==> config.mk <==
export PLATFORM = sky130hd
export DESIGN_NAME = i2s_rx
export DESIGN_NICKNAME = d
export VERILOG_FILES = /design/src/rtl/i2s_pkg.sv /design/src/rtl/sync_edge.sv /design/src/rtl/i2s_rx.sv
export SDC_FILE = /design/constraint.sdc
export NUM_CORES = 1
export LEC_CHECK = 0
export CAP_MARGIN = 0
export CORE_ASPECT_RATIO = 0.7
export CORE_MARGIN = 1.5
export CORE_UTILIZATION = 66
export DETAILED_ROUTE_END_ITERATION = 10
export DONT_BUFFER_PORTS = 1
export PLACE_DENSITY = 0.78
export SYNTH_ARGS = -nofsm -noshare
export SYNTH_HDL_FRONTEND = slang
export SYNTH_SLANG_ARGS = --single-unit
==> constraint.sdc <==
create_clock -name i_clk -period 4.8 [get_ports i_clk]
set_input_delay 0.24 -clock i_clk [delete_from_list [all_inputs] [get_ports i_clk]]
set_output_delay 0.24 -clock i_clk [all_outputs]
set_load 0.01 [all_outputs]
==> src/rtl/i2s_pkg.sv <==
// Shared I2S definitions: receiver FSM states, channel encoding of lrck and
// the default sample width used by both transmitter and receiver.
package i2s_pkg;

  typedef enum logic [1:0] {
    SYNC  = 2'd0,
    LEFT  = 2'd1,
    RIGHT = 2'd2
  } state_t;

  localparam logic LEFT_CH  = 1'b0;
  localparam logic RIGHT_CH = 1'b1;

  localparam int DEFAULT_WIDTH = 24;

endpackage

==> src/rtl/sync_edge.sv <==
// Multi-flop synchronizer for one asynchronous input, with a rising-edge
// strobe derived from the synchronized level.
module sync_edge #(
  parameter int SYNC_STAGES = 2
) (
  input  logic i_clk,
  input  logic i_rst_n,
  input  logic i_d,
  output logic o_q,
  output logic o_rise
);

  logic [SYNC_STAGES-1:0] r_sync;
  logic                   r_prev;

  always_ff @(posedge i_clk or negedge i_rst_n) begin
    if (!i_rst_n) begin
      r_sync <= '0;
      r_prev <= 1'b0;
    end else begin
      r_sync <= {r_sync[SYNC_STAGES-2:0], i_d};
      r_prev <= r_sync[SYNC_STAGES-1];
    end
  end

  assign o_q    = r_sync[SYNC_STAGES-1];
  assign o_rise = o_q & ~r_prev;

endmodule

==> src/rtl/i2s_rx.sv <==
// I2S receiver: oversamples sck/lrck/sdin in the clk domain, assembles
// left/right words and hands complete pairs over a valid/ready interface.
//
// state | meaning
// SYNC  | no frame alignment yet, waiting for lrck 1->0
// LEFT  | assembling left word
// RIGHT | assembling right word, pair published when it completes
module i2s_rx
  import i2s_pkg::*;
#(
  parameter int WIDTH       = DEFAULT_WIDTH,
  parameter int SYNC_STAGES = 2
) (
  input  logic             i_clk,
  input  logic             i_rst_n,
  input  logic             i_sck,
  input  logic             i_lrck,
  input  logic             i_sdin,
  input  logic             i_ready,
  output logic [WIDTH-1:0] o_left,
  output logic [WIDTH-1:0] o_right,
  output logic             o_valid,
  output logic             o_overrun,
  output logic             o_locked
);

  localparam int                CW       = $clog2(WIDTH + 1);
  localparam logic [CW-1:0]     CNT_MAX  = CW'(WIDTH);
  localparam logic [WIDTH-1:0]  MSB_MASK = {1'b1, {(WIDTH-1){1'b0}}};

  logic             w_sck_rise;
  logic             w_sck_q;
  logic             w_lrck;
  logic             w_sdin;
  logic             w_unused_sck_q;
  logic             w_unused_lrck_rise;
  logic             w_unused_sdin_rise;

  state_t           r_state;
  state_t           w_next_state;
  logic             r_lr_prev;
  logic [WIDTH-1:0] r_shift;
  logic [CW-1:0]    r_cnt;
  logic [WIDTH-1:0] r_left_hold;
  logic [WIDTH-1:0] r_right_hold;
  logic             r_pub;

  logic             w_change;
  logic [WIDTH-1:0] w_word;
  logic             w_clear;
  logic             w_latch_left;
  logic             w_latch_right;

  sync_edge #(.SYNC_STAGES(SYNC_STAGES)) u_sync_sck (
    .i_clk   (i_clk),
    .i_rst_n (i_rst_n),
    .i_d     (i_sck),
    .o_q     (w_sck_q),
    .o_rise  (w_sck_rise)
  );

  sync_edge #(.SYNC_STAGES(SYNC_STAGES)) u_sync_lrck (
    .i_clk   (i_clk),
    .i_rst_n (i_rst_n),
    .i_d     (i_lrck),
    .o_q     (w_lrck),
    .o_rise  (w_unused_lrck_rise)
  );

  sync_edge #(.SYNC_STAGES(SYNC_STAGES)) u_sync_sdin (
    .i_clk   (i_clk),
    .i_rst_n (i_rst_n),
    .i_d     (i_sdin),
    .o_q     (w_sdin),
    .o_rise  (w_unused_sdin_rise)
  );

  assign w_unused_sck_q = w_sck_q;

  // A word ends on the sck edge where lrck first reads its new value.
  assign w_change = w_sck_rise & (w_lrck != r_lr_prev);
  assign w_word   = w_sdin ? (r_shift | (MSB_MASK >> r_cnt)) : r_shift;

  always_ff @(posedge i_clk or negedge i_rst_n) begin
    if (!i_rst_n) begin
      r_state <= SYNC;
    end else begin
      r_state <= w_next_state;
    end
  end

  always_comb begin
    w_next_state = r_state;
    if (w_change) begin
      case (r_state)
        SYNC:    if ((r_lr_prev == RIGHT_CH) && (w_lrck == LEFT_CH)) w_next_state = LEFT;
        LEFT:    w_next_state = RIGHT;
        RIGHT:   w_next_state = LEFT;
        default: w_next_state = SYNC;
      endcase
    end
  end

  always_comb begin
    w_clear       = (r_state == SYNC) | w_change;
    w_latch_left  = w_change & (r_state == LEFT);
    w_latch_right = w_change & (r_state == RIGHT);
    o_locked      = (r_state != SYNC);
  end

  always_ff @(posedge i_clk or negedge i_rst_n) begin
    if (!i_rst_n) begin
      r_lr_prev    <= 1'b0;
      r_shift      <= '0;
      r_cnt        <= '0;
      r_left_hold  <= '0;
      r_right_hold <= '0;
      r_pub        <= 1'b0;
    end else begin
      r_pub <= w_latch_right;
      if (w_sck_rise) begin
        r_lr_prev <= w_lrck;
        if (w_clear) begin
          r_shift <= '0;
          r_cnt   <= '0;
        end else begin
          r_shift <= w_word;
          if (r_cnt != CNT_MAX) r_cnt <= r_cnt + CW'(1);
        end
        if (w_latch_left)  r_left_hold  <= w_word;
        if (w_latch_right) r_right_hold <= w_word;
      end
    end
  end

  always_ff @(posedge i_clk or negedge i_rst_n) begin
    if (!i_rst_n) begin
      o_left    <= '0;
      o_right   <= '0;
      o_valid   <= 1'b0;
      o_overrun <= 1'b0;
    end else if (r_pub) begin
      o_left    <= r_left_hold;
      o_right   <= r_right_hold;
      o_valid   <= 1'b1;
      o_overrun <= o_valid & ~i_ready;
    end else begin
      o_overrun <= 1'b0;
      if (o_valid && i_ready) o_valid <= 1'b0;
    end
  end

endmodule

# Word-level counts from Yosys, hierarchy flattened
# Index checks and enable logic that the tools add are counted.
# op_classes
n_addsub,1
mul,0
n_div,0
order_cmp,0
eq_ne,5
shift,1
muxes,9
bitwise,10
reduce_logical,10
# ops
cell,n
2-to-1 mux 24 bit,2
bitwise OR 24 bit,1
right shift 24 x 5 -> 24 bit (first input constant),1
2-to-1 mux 5 bit,2
AND reduction 2 bit,4
case mux 2 bit (3 select lines),1
nonzero test 2 bit,3
adder 5 x 1 -> 5 bit (second input constant),1
AND 1 bit,5
!= test 5 bit (second input constant),1
2-to-1 mux 1 bit,3
inverter 1 bit,3
== test 2 x 1 -> 1 bit (second input constant),1
== test 2 bit (second input constant),1
logical AND 1 bit,2
zero test 2 bit,1
2-to-1 mux 2 bit,1
!= test 2 bit (second input constant),1
!= test 1 bit,1
bitwise OR 1 bit,1
# word_totals
regBits,138
latchBits,0
ramBits,0
romBits,0
inputBits,6
output_inout_bits,51
word_cells,51
memories,0

# Depth between registers and ports, before layout
# logic_depth
word_depth,6
depth_mapped,7
depth_no_buf,5

# Modules after synthesis
# From an unflattened synthesis, not the netlist that was laid out.
# unflattened
cells_unflattened,427
area_unflattened_um2,5465.2
# by_module_without_submodules
mod,n_inst,cells_per_inst,area_each_um2,seq_area_each_um2
i2s_rx,1,415,5198.7,3278.1
sync_edge,3,4,88.8,75.1

# Least setup slack after synthesis
# Ideal clock, no wire load.
# synth_path
path_kind,reg2reg
from,reg r_lr_prev
to,reg r_left_hold[0]
setup_ns,0.125
t_arrival_ns,2.041
t_required_ns,4.675
slack_ns,2.634
stages_incl_launch_ff,7
period_less_slack_ns,2.166
cell_sequence,dfrtp_1 -> ha_1 -> or3b_1 -> buf_2 -> nor3b_4 -> buf_6 -> mux2_2
# synth_between
elab_chain_len,4
# synth_lines
element,line,rtl
from (decl),i2s_rx.sv:41,logic r_lr_prev;
from (signal assigned),i2s_rx.sv:122,r_lr_prev <= w_lrck;
!= test 1 bit,i2s_rx.sv:81,assign w_change = w_sck_rise & (w_lrck != r_lr_prev);
AND 1 bit,i2s_rx.sv:81,
AND 1 bit,i2s_rx.sv:106,w_latch_left = w_change & (r_state == LEFT);
AND reduction 2 bit (no line),--,
to (signal assigned),i2s_rx.sv:130,if (w_latch_left) r_left_hold <= w_word;
to (decl),i2s_rx.sv:44,logic [WIDTH-1:0] r_left_hold;
# No other way between the ends.
# A chain may end at the register's enable or synchronous reset.

# Worst setup path in the final report
# layout_path
from,reg r_lr_prev
to,reg r_left_hold[13]
# The elaborated chain is that of the path after synthesis.

==> run summary <==
The flow ran to the end, and the final reports show no timing, DRC or antenna violations. STA classifies the critical path startpoint as a flip-flop. The number of different library cells in the post-synthesis netlist is 34. The tightest min-delay check is of the flip-flop to flip-flop type. The aggregate negative setup slack came out at 0 ns. In the global route stage, overall resource usage came out at 0.2525. The Yosys warning count is 0. Counting every net in the synthesized netlist gives 406. The wire length of the first global-routing pass is 16.62 mm.

For this run, asynchronously set or reset flops after synthesis account for 1.000. The number of DRC violations after detailed routing came out at 0. The largest fanout of any net on the critical path came out at 13. For this run, the leading register cell type out of synthesis is dfrtp_1. The routed via count came out at 3128. The y dimension of the die came out at 79.78 um. Power spread over the standard cell area amounts to 438.9 nW/um^2.

The minimum clock period is 2.740 ns. The die is 112.7 um wide. The number of buffers and inverters on the critical path is 1. For this run, the register share of the synthesized area comes to 0.6213. The critical path data arrival time came out at 3.04 ns. The via count of the first global-routing pass was 3167. Synthesis produced 393 cells. The count of final max-slew check failures is 0. Clock skew on the completed layout was measured at 0.008498 ns. Traced cell by cell, the critical path runs through ha_1, or3b_1, nor3b_4, buf_4, mux2_2.

The largest individual stage delay along the critical path comes from the cell nor3b_4. The library cell used most frequently in the layout, excluding fill and tap cells, is dfrtp_1. After the first detailed-routing iteration, the DRC count stood at 199. Timing analysis after detailed placement gives a worst setup slack of 2.064 ns. The pin count of the biggest net entering global routing is 139. The post-route worst setup slack is 2.060 ns. The clock-pin slew on the worst setup and hold paths came out at 0.05 ns. The setup-violating endpoint count in the final report is 0. The initialized floorplan defines 27 standard-cell rows.

The hold buffer count at CTS is 6. The total iterations of the first detailed-routing run is 4. Grouping stages by cell kind, the critical path spends the most delay in simple AND/OR/NAND/NOR gates. Yosys mapped a number of flops with a built-in enable equal to 0. The wire length per cell came out at 20.13 um. For this configuration, the core starts out at a cell density of 0.6942. The aggregate global routing overflow is 0. Once the clock tree was built, the resizer swapped 0 gates to a different size. The die covers 8989 um^2. The clock tree from TritonCTS is yes. The number of buffers created by CTS came out at 17. The synthesized flop and latch total is 138.

In the final layout, the share of cells above drive strength 1 is 0.3350. The required time reported for the critical path endpoint came out at 5.10 ns. Compared with the post-synthesis result, the final layout area differs by 11.59%. The net count of the finished layout is 404. The initial antenna violation count was 0. In the layout the commonest cells are dfrtp_1 (137), mux2_2 (84), nor2_1 (28), a31oi_1 (25), a21o_1 (21). The global placement routability congestion is 0.8166.

The half-perimeter wire length of the detailed placement result is 6.140 mm. The final count of hold timing violations came to 0. For this design the top-level I/O count stands at 57. The worst-margin pin slew came out at 1.112 ns.

In this run the tool buffered the top-level ports with 0 buffer cells. The detailed-route vias per instance came out at 6.206. The H-tree depth reported by CTS is 4. The worst slew slack as a fraction of its limit is 0.2586. Across all hold checks on the routed design, the worst slack comes to 0.3486 ns. The count of inserted antenna diode cells came out at 0. In this run the static leakage power is 3.256 nW. The later-pin clock latency in the skew report came out at 0.42 ns. The root buffer cell is clkbuf_16. The buffer levels on the longest clock path came out at 2. The buffers inserted during post-CTS setup optimization is 0. The final total power came out at 2.722 mW.

The post-synth design cell area came out at 5558 um^2. Across the VDD grid, the largest voltage drop is 0.4188 mV. In the finished design, the share of the clock period the worst path needs comes to 0.5709. The tool flagged a number of max-cap violations equal to 0. The worst setup path is captured at a flip-flop.

The longest individual stage delay on the worst path came out at 0.66 ns. The maximum clock frequency is 0.3649 GHz. The detail route stage leaves a number of antenna-violating nets equal to 0. Setup repair after global routing left no endpoint under its margin. The total length of routed wires is 10.14 mm. The mean instance size in the synthesized netlist is 14.14 um^2. After floorplanning, the core was sized to cover 8006 um^2. The worst setup path is of the flip-flop to flip-flop kind. The count of clock tree sinks is 138.
-- routing by layer --
layer / routed length [um] / track usage / up-vias / share of wire
met3: 663 / 0.09112 / 19 / 0.065
met4: 197 / 0.09747 / 0 / 0.019
met2: 4772 / 0.3902 / 106 / 0.47
met5: 0 / 0 / - / 0
met1: 4510 / 0.3316 / 1612 / 0.44
li1: - / - / 1391 / -
-- flip-flops by register name, indices dropped and copies added, names as in the netlist, 5 cells and up --
name / flops
o_left: 24
r_right_hold: 24
o_right: 24
r_left_hold: 24
r_cnt: 5
r_shift: 24
-- cell families after synthesis --
group / count (synthesis) / share of synthesized area
simple gates: 55 / 0.05426
fa+ha+maj: 7 / 0.01576
flops: 138 / 0.6213
compound gates: 63 / 0.07947
mux: 96 / 0.2006
buf+inv: 34 / 0.02859
-- where the power goes --
group	switching [mW]	total, mW	internal, mW
Combinational	0.125	0.218	0.0923
Sequential	0.0626	1.28	1.21
Clock	0.448	1.23	0.781
Total	0.636	2.72	2.09
-- per-stage QoR --
step,cell area (um^2),utilization,cells
final,6202,0.7747,504
after global routing,6202,0.7747,504
after CTS,6202,0.7747,504
after detailed placement,5563,0.6948,467
after global placement,5563,0.6948,467
after floorplan,5558,-,393
-- worst reg2reg max path, delay by kind of cell (launching register included) --
kind	cells	cell delay, ns
adders and majority gates	1	0.33
buffers and inverters	1	0.36
DFF	1	0.39
muxes	1	0.36
and+or+nand+nor	2	1.18
-- final timing paths --
check | cells past startpoint | to | slack, ns | from
setup / recovery | 5 | r_left_hold[13] | 2.06 | r_lr_prev
hold / removal | 0 | u_sync_sdin.r_sync[1] | 0.35 | u_sync_sdin.r_sync[0]
setup reg to reg | 5 | r_left_hold[13] | 2.06 | r_lr_prev
hold reg to reg | 0 | u_sync_sdin.r_sync[1] | 0.35 | u_sync_sdin.r_sync[0]
max in group asynchronous | 2 | r_pub | 3.86 | i_rst_n
min in group asynchronous | 2 | o_left[16] | 0.48 | i_rst_n
-- cells in the mapped netlist (all sizes together), types with 2 or more instances --
master	n	area, um^2
a22o	2	17.52
inv	5	18.77
or3	2	12.51
nand2	3	11.26
and2	3	18.77
a31o	6	52.55
ha	7	87.58
and3b	3	26.28
a21o	21	157.7
buf	8	61.30
nor2	29	108.9
a31oi	25	156.4
clkbuf	21	78.83
o21ai	4	20.02
dfrtp	138	3453
nor3b	3	45.05
a21oi	2	10.01
nor2b	6	37.54
mux2	96	1115
-- final cells by class --
| cell class | instances | area, um^2 |
|---|---|---|
| sequential | 138 | 3455 |
| multi-input combinational | 221 | 1948 |
| fill | 482 | 1804 |
| clock buffer | 22 | 464.2 |
| tap | 101 | 126.4 |
| clock inverter | 9 | 97.59 |
| timing repair buffer | 8 | 92.59 |
| inverter | 5 | 18.77 |
Power figures use the tool's default switching activity.
